===== src/rtl/seq_divider.sv =====
// seq_divider: multi-cycle restoring divider, one quotient bit per clock.
// Each step forms a trial subtraction as A + ~B + 1 and uses the carry-out
// as the "no borrow" flag (the same adder path used for addition).
// Optional build macro SIGNED_DIV_EN: two's-complement operands, handled by
// taking magnitudes at capture and sign-correcting the results on the DONE load.
module seq_divider #(
    parameter int WIDTH = 8
) (
    input  logic             clk,
    input  logic             rst,
    input  logic             start,
    input  logic [WIDTH-1:0] dividend,
    input  logic [WIDTH-1:0] divisor,
    output logic             busy,
    output logic             done,
    output logic [WIDTH-1:0] quotient,
    output logic [WIDTH-1:0] remainder,
    output logic             div_by_zero
);

    localparam int CW = $clog2(WIDTH) + 1;

    typedef enum logic [1:0] {
        IDLE = 2'd0,
        RUN  = 2'd1,
        DONE = 2'd2
    } state_t;

    state_t state_reg, state_next;

    logic [WIDTH:0]   rem_reg;        // partial remainder R (one guard bit)
    logic [WIDTH-1:0] q_reg;          // dividend shifting out / quotient shifting in
    logic [WIDTH-1:0] dvs_reg;        // captured divisor (magnitude)
    logic [CW-1:0]    cnt_reg;        // steps completed in RUN
    logic [WIDTH-1:0] quotient_reg;
    logic [WIDTH-1:0] remainder_reg;
    logic             dz_reg;

`ifdef SIGNED_DIV_EN
    logic             q_neg_reg;      // quotient must be negated on load
    logic             r_neg_reg;      // remainder must be negated on load
`endif

    // One restoring step: shift in the next dividend bit, trial-subtract
    // via complement-add, keep the difference only when no borrow occurred.
    logic [WIDTH:0]   shifted;
    logic [WIDTH+1:0] trial;
    logic             no_borrow;
    logic [WIDTH:0]   rem_step;
    logic [WIDTH-1:0] q_step;
    logic             last_step;

    assign shifted   = {rem_reg[WIDTH-1:0], q_reg[WIDTH-1]};
    assign trial     = {1'b0, shifted} + {1'b0, ~{1'b0, dvs_reg}} + (WIDTH+2)'(1);
    assign no_borrow = trial[WIDTH+1];
    assign rem_step  = no_borrow ? trial[WIDTH:0] : shifted;
    assign q_step    = {q_reg[WIDTH-2:0], no_borrow};
    assign last_step = (cnt_reg == CW'(WIDTH - 1));

    // Operand magnitudes at capture and sign-corrected results at the final step
    logic [WIDTH-1:0] dvd_mag;
    logic [WIDTH-1:0] dvs_mag;
    logic [WIDTH-1:0] quot_final;
    logic [WIDTH-1:0] rem_final;

    always_comb begin
`ifdef SIGNED_DIV_EN
        // The most negative value negates to itself, which as an unsigned
        // magnitude is exactly right, so the overflow case needs no special path.
        dvd_mag    = dividend[WIDTH-1] ? (~dividend + WIDTH'(1)) : dividend;
        dvs_mag    = divisor[WIDTH-1]  ? (~divisor  + WIDTH'(1)) : divisor;
        quot_final = q_neg_reg ? (~q_step + WIDTH'(1)) : q_step;
        rem_final  = r_neg_reg ? (~rem_step[WIDTH-1:0] + WIDTH'(1)) : rem_step[WIDTH-1:0];
`else
        dvd_mag    = dividend;
        dvs_mag    = divisor;
        quot_final = q_step;
        rem_final  = rem_step[WIDTH-1:0];
`endif
    end

    // State register
    always_ff @(posedge clk or posedge rst) begin
        if (rst) begin
            state_reg <= IDLE;
        end else begin
            state_reg <= state_next;
        end
    end

    // Next-state logic: divide-by-zero bypasses RUN, DONE always lasts one cycle
    always_comb begin
        state_next = state_reg;
        case (state_reg)
            IDLE: begin
                if (start) begin
                    state_next = (divisor == '0) ? DONE : RUN;
                end
            end
            RUN: begin
                if (last_step) begin
                    state_next = DONE;
                end
            end
            DONE: begin
                state_next = IDLE;
            end
            default: begin
                state_next = IDLE;
            end
        endcase
    end

    // Datapath: capture on accepted start, iterate in RUN, load results on the last step
    always_ff @(posedge clk or posedge rst) begin
        if (rst) begin
            rem_reg       <= '0;
            q_reg         <= '0;
            dvs_reg       <= '0;
            cnt_reg       <= '0;
            quotient_reg  <= '0;
            remainder_reg <= '0;
            dz_reg        <= 1'b0;
`ifdef SIGNED_DIV_EN
            q_neg_reg     <= 1'b0;
            r_neg_reg     <= 1'b0;
`endif
        end else begin
            case (state_reg)
                IDLE: begin
                    if (start) begin
                        if (divisor == '0) begin
                            quotient_reg  <= '1;
                            remainder_reg <= dividend;
                            dz_reg        <= 1'b1;
                        end else begin
                            rem_reg <= '0;
                            q_reg   <= dvd_mag;
                            dvs_reg <= dvs_mag;
                            cnt_reg <= '0;
                            dz_reg  <= 1'b0;
`ifdef SIGNED_DIV_EN
                            q_neg_reg <= dividend[WIDTH-1] ^ divisor[WIDTH-1];
                            r_neg_reg <= dividend[WIDTH-1];
`endif
                        end
                    end
                end
                RUN: begin
                    rem_reg <= rem_step;
                    q_reg   <= q_step;
                    cnt_reg <= cnt_reg + CW'(1);
                    if (last_step) begin
                        quotient_reg  <= quot_final;
                        remainder_reg <= rem_final;
                    end
                end
                default: begin
                end
            endcase
        end
    end

    // Output decode from the current state
    always_comb begin
        busy = 1'b0;
        done = 1'b0;
        case (state_reg)
            RUN:  busy = 1'b1;
            DONE: begin
                busy = 1'b1;
                done = 1'b1;
            end
            default: begin
            end
        endcase
    end

    assign quotient    = quotient_reg;
    assign remainder   = remainder_reg;
    assign div_by_zero = dz_reg;

endmodule


===== config.mk =====
export PLATFORM = sky130hd
export DESIGN_NAME = seq_divider
export DESIGN_NICKNAME = d
export VERILOG_FILES = /design/src/rtl/seq_divider.sv
export SDC_FILE = /design/constraint.sdc
export NUM_CORES = 1
export LEC_CHECK = 0
export ABC_AREA = 1
export CELL_PAD_IN_SITES_DETAIL_PLACEMENT = 0
export CELL_PAD_IN_SITES_GLOBAL_PLACEMENT = 1
export CORE_UTILIZATION = 43
export DETAILED_ROUTE_END_ITERATION = 12
export PLACE_DENSITY_LB_ADDON = 0.1
export SLEW_MARGIN = 10
export SYNTH_ARGS = -nofsm -noshare
export SYNTH_HDL_FRONTEND = slang
export SYNTH_SLANG_ARGS = --single-unit

===== constraint.sdc =====
create_clock -name clk -period 3.1 [get_ports clk]
set_input_delay 0.31 -clock clk [delete_from_list [all_inputs] [get_ports clk]]
set_output_delay 0.31 -clock clk [all_outputs]
set_load 0.01 [all_outputs]

==> parameters.txt <==
Parameter                              Value

Status
  Run status    finished clean

Clock tree
  Number of clock sinks    47
  Total clock buffers created by CTS    5
  Buffers inserted by post-CTS timing repair    0
  Cts-stage hold buffer count    0
  Cell at the root of the clock tree    clkbuf_8
  Clock tree from TritonCTS    done
  Maximum level of the CTS H-tree    2
  Number of cells upsized or downsized after cts    0
  Skew-Pair Late Insertion Delay    0.30 ns
  Maximum clock insertion buffer count    2
  Clock transition at the registers of the reported paths    0.09 ns

Hold path
  Min-delay worst type    reg -> reg
  Worst hold start    quotient[7]
  Min-Delay Path Depth    2

GRT
  GRT Total Usage    20.3%
  GRT Residual Overflow    0
  Wire length of the first global-routing pass    10300 µm
  Vias in the first global route    2298
  Pin count of the biggest net entering global routing    48
  Number of antenna violations at the first check in global routing    0

Final layout
  Fin nets    435
  Area added between synthesis and finish    19.6%
  Final core utilization    54.5%
  Share of layout cells above drive strength 1    5.69%
  Number of cells in the finished layout apart from fillers    479
  Number of diodes    0

Setup path
  Critical path capture point type    flop
  Master of the slowest instance on the critical path    dfrtp_1
  Startpoint type of the worst setup path    flop
  Sequence of cells on the critical path    inv_1 > ha_1 > buf_4 > inv_2 > nand2_1 > nand3_1 > inv_1 > nand2_1 > a21oi_1
  Max stage delay on crit path    0.40 ns
  Critical Path AT    2.28 ns
  Startpoint of the most critical setup path    state_reg[1]
  Family with the most delay on the worst path    buffers and inverters
  Critical path buffers and inverters    4
  Path length in cells of the critical path    9
  Worst reg-to-reg path cell count    9
  Worst Path Max Fanout    31
  WP data required    3.32 ns
  Category of the critical setup timing path    reg -> reg
  Worst R2R Start    state_reg[1]

Die
  Total number of placement rows    28
  Standard cell core area    0.00603 mm²
  DIE AREA    0.00671 mm²
  X dimension of the die    81.9 µm
  Height of the die    81.9 µm
  Boundary pin count    38
  Initial standard-cell utilization of the core    45.6%

Logic synthesis
  Post-synth EDFFs    0
  Top cells by area, synth    dfrtp_1 (43%), nand2_1 (15%), inv_1 (7.5%), ha_1 (5.5%), nand3_1 (4.7%)
  Count of state elements after synthesis    47
  Post-synth cell types    30
  Cell type with the highest aggregate area in the netlist    dfrtp_1
  Most used DFF post-synth    dfrtp_1
  Cells after synthesis    368
  Synthesis Warnings    0
  Area share of the largest cell type after synthesis    42.8%
  Post-Synthesis Net Count    400
  Cell area after synthesis    0.00275 mm²
  Sequential cell area fraction in the yosys report    42.8%
  Avg Cell Area, Syn    7.46 µm²
  Proportion of synthesized flip-flops having asynchronous set or reset    100%

Timing
  Final worst path period share    66.3%
  Final worst setup slack    1.04 ns
  Tightest slew margin relative to the limit    34.0%
  Pins over their slew limit    0
  Final Hold Fails    0
  Highest achievable clock rate    487 MHz
  Worst-Margin Slew    0.988 ns
  Setup TNS    0 ns
  Final Skew    0.0124 ns
  Setup Viol. Count Final    0
  Clock period minus final worst setup slack    2.06 ns
  RSZ-0062 raised after global routing    no

Place
  Worst setup slack before clock tree synthesis    1.04 ns
  Inst Count DP    471
  Total half-perimeter wirelength after legalization and detailed placement    4620 µm
  Final weighted congestion of routability-driven global placement    0.831
  Port Buf Inserts    37

Pwr
  Static leakage    1.75 nW
  Peak supply drop    0.556 mV
  PD cells    1140 mW/mm²

Drt
  Detailed-route wire length per cell    12.9 µm
  Via count    2371
  Antenna-violating nets left    0
  Iteration count of the initial detailed-routing pass    5
  Count of routing violations after the opening detailed-route iteration    146
  Ratio of routed vias to standard cells    4.95
  Post-route DRC    0
  Wire length after detailed routing    6160 µm

Job
  Max-cap viol count    0
==> cell families after synthesis <==
group / Yosys count / synth area share [%]
simple gates: 186 / 29.7
xor+xnor: 3 / 0.957
buf+inv: 70 / 10.3
flops: 47 / 42.8
fa+ha+maj: 13 / 6.20
compound gates: 49 / 9.94
==> cells in the mapped netlist, types with 3 or more instances <==
master,number
ha_1,12
a21oi_1,14
or2_0,8
nand4_1,11
inv_1,55
nand3_1,26
o21ai_1,3
dfrtp_1,47
inv_2,4
nand2_1,113
or2_1,3
buf_2,5
nor2_1,21
o21ai_0,26
==> worst paths after layout <==
| path | endpoint | slack, ns |
|---|---|---|
| worst max-delay path | cnt_reg[2] | 1.04 |
| worst min register to register | quotient[7] | 0.49 |
| worst max register to register | cnt_reg[2] | 1.04 |
| worst min-delay path | quotient[7] | 0.49 |
| max in group asynchronous | dvs_reg[1] | 1.93 |
| min in group asynchronous | quotient[1] | 0.56 |
==> metrics by stage <==
stage / hold slack (ns) / area, µm² / total power, mW
2_1_floorplan: 0.400 / 2750 / 2.65
3_3_place_gp: 0.470 / 3160 / 3.27
3_5_place_dp: 0.478 / 3160 / 3.29
4_1_cts: 0.500 / 3280 / 3.78
5_1_grt: 0.527 / 3280 / 4.12
6_report: 0.492 / 3280 / 3.75
==> cells in the final DEF (no fill, tap or decap), types with 5 or more instances in the layout <==
cell / netlist / routed
ha_1: 12 / 12
nand2_1: 113 / 113
or2_0: 8 / 8
nand3_1: 26 / 26
inv_2: 4 / 5
o21ai_0: 26 / 26
clkdlybuf4s50_1: 0 / 37
nand4_1: 11 / 11
dfrtp_1: 47 / 47
nor2_1: 21 / 21
clkbuf_8: 0 / 6
inv_1: 55 / 54
a21oi_1: 14 / 14
==> cell type report <==
class / instances / area (µm²)
Clock buffer: 6 / 82.6
Clock inverter: 2 / 38.8
Fill cell: 612 / 2740
Inverter: 59 / 221
Multi-Input combinational cell: 251 / 1280
Sequential cell: 47 / 1180
Tap cell: 75 / 93.8
Timing Repair Buffer: 39 / 385
==> worst register-to-register path, delay by kind of cell (launching register included) <==
family	cells	cell delay, ns
AND/OR/NAND/NOR	3	0.38
buffers and inverters	4	0.93
flip-flops	1	0.40
adder cells (fa/ha/maj)	1	0.13
AO/OA/AOI/OAI	1	0.15
==> report_power, final <==
part / total (mW) / internal [mW] / switching, mW
Sequential: 1.08 / 0.899 / 0.183
Combinational: 2.18 / 0.850 / 1.33
Clock: 0.488 / 0.266 / 0.222
==> per-layer routing <==
| layer | track usage [%] | up-vias | routed length (µm) | share of wire, % |
|---|---|---|---|---|
| li1 | - | 1220 | - | - |
| met1 | 26.1 | 1107 | 2960 | 48 |
| met2 | 34.5 | 34 | 2920 | 47 |
| met3 | 3.44 | 10 | 192 | 3.1 |
| met4 | 6.49 | 0 | 97 | 1.6 |
| met5 | 0 | - | 0 | 0 |
No activity file was read; power rests on OpenSTA's default activity.
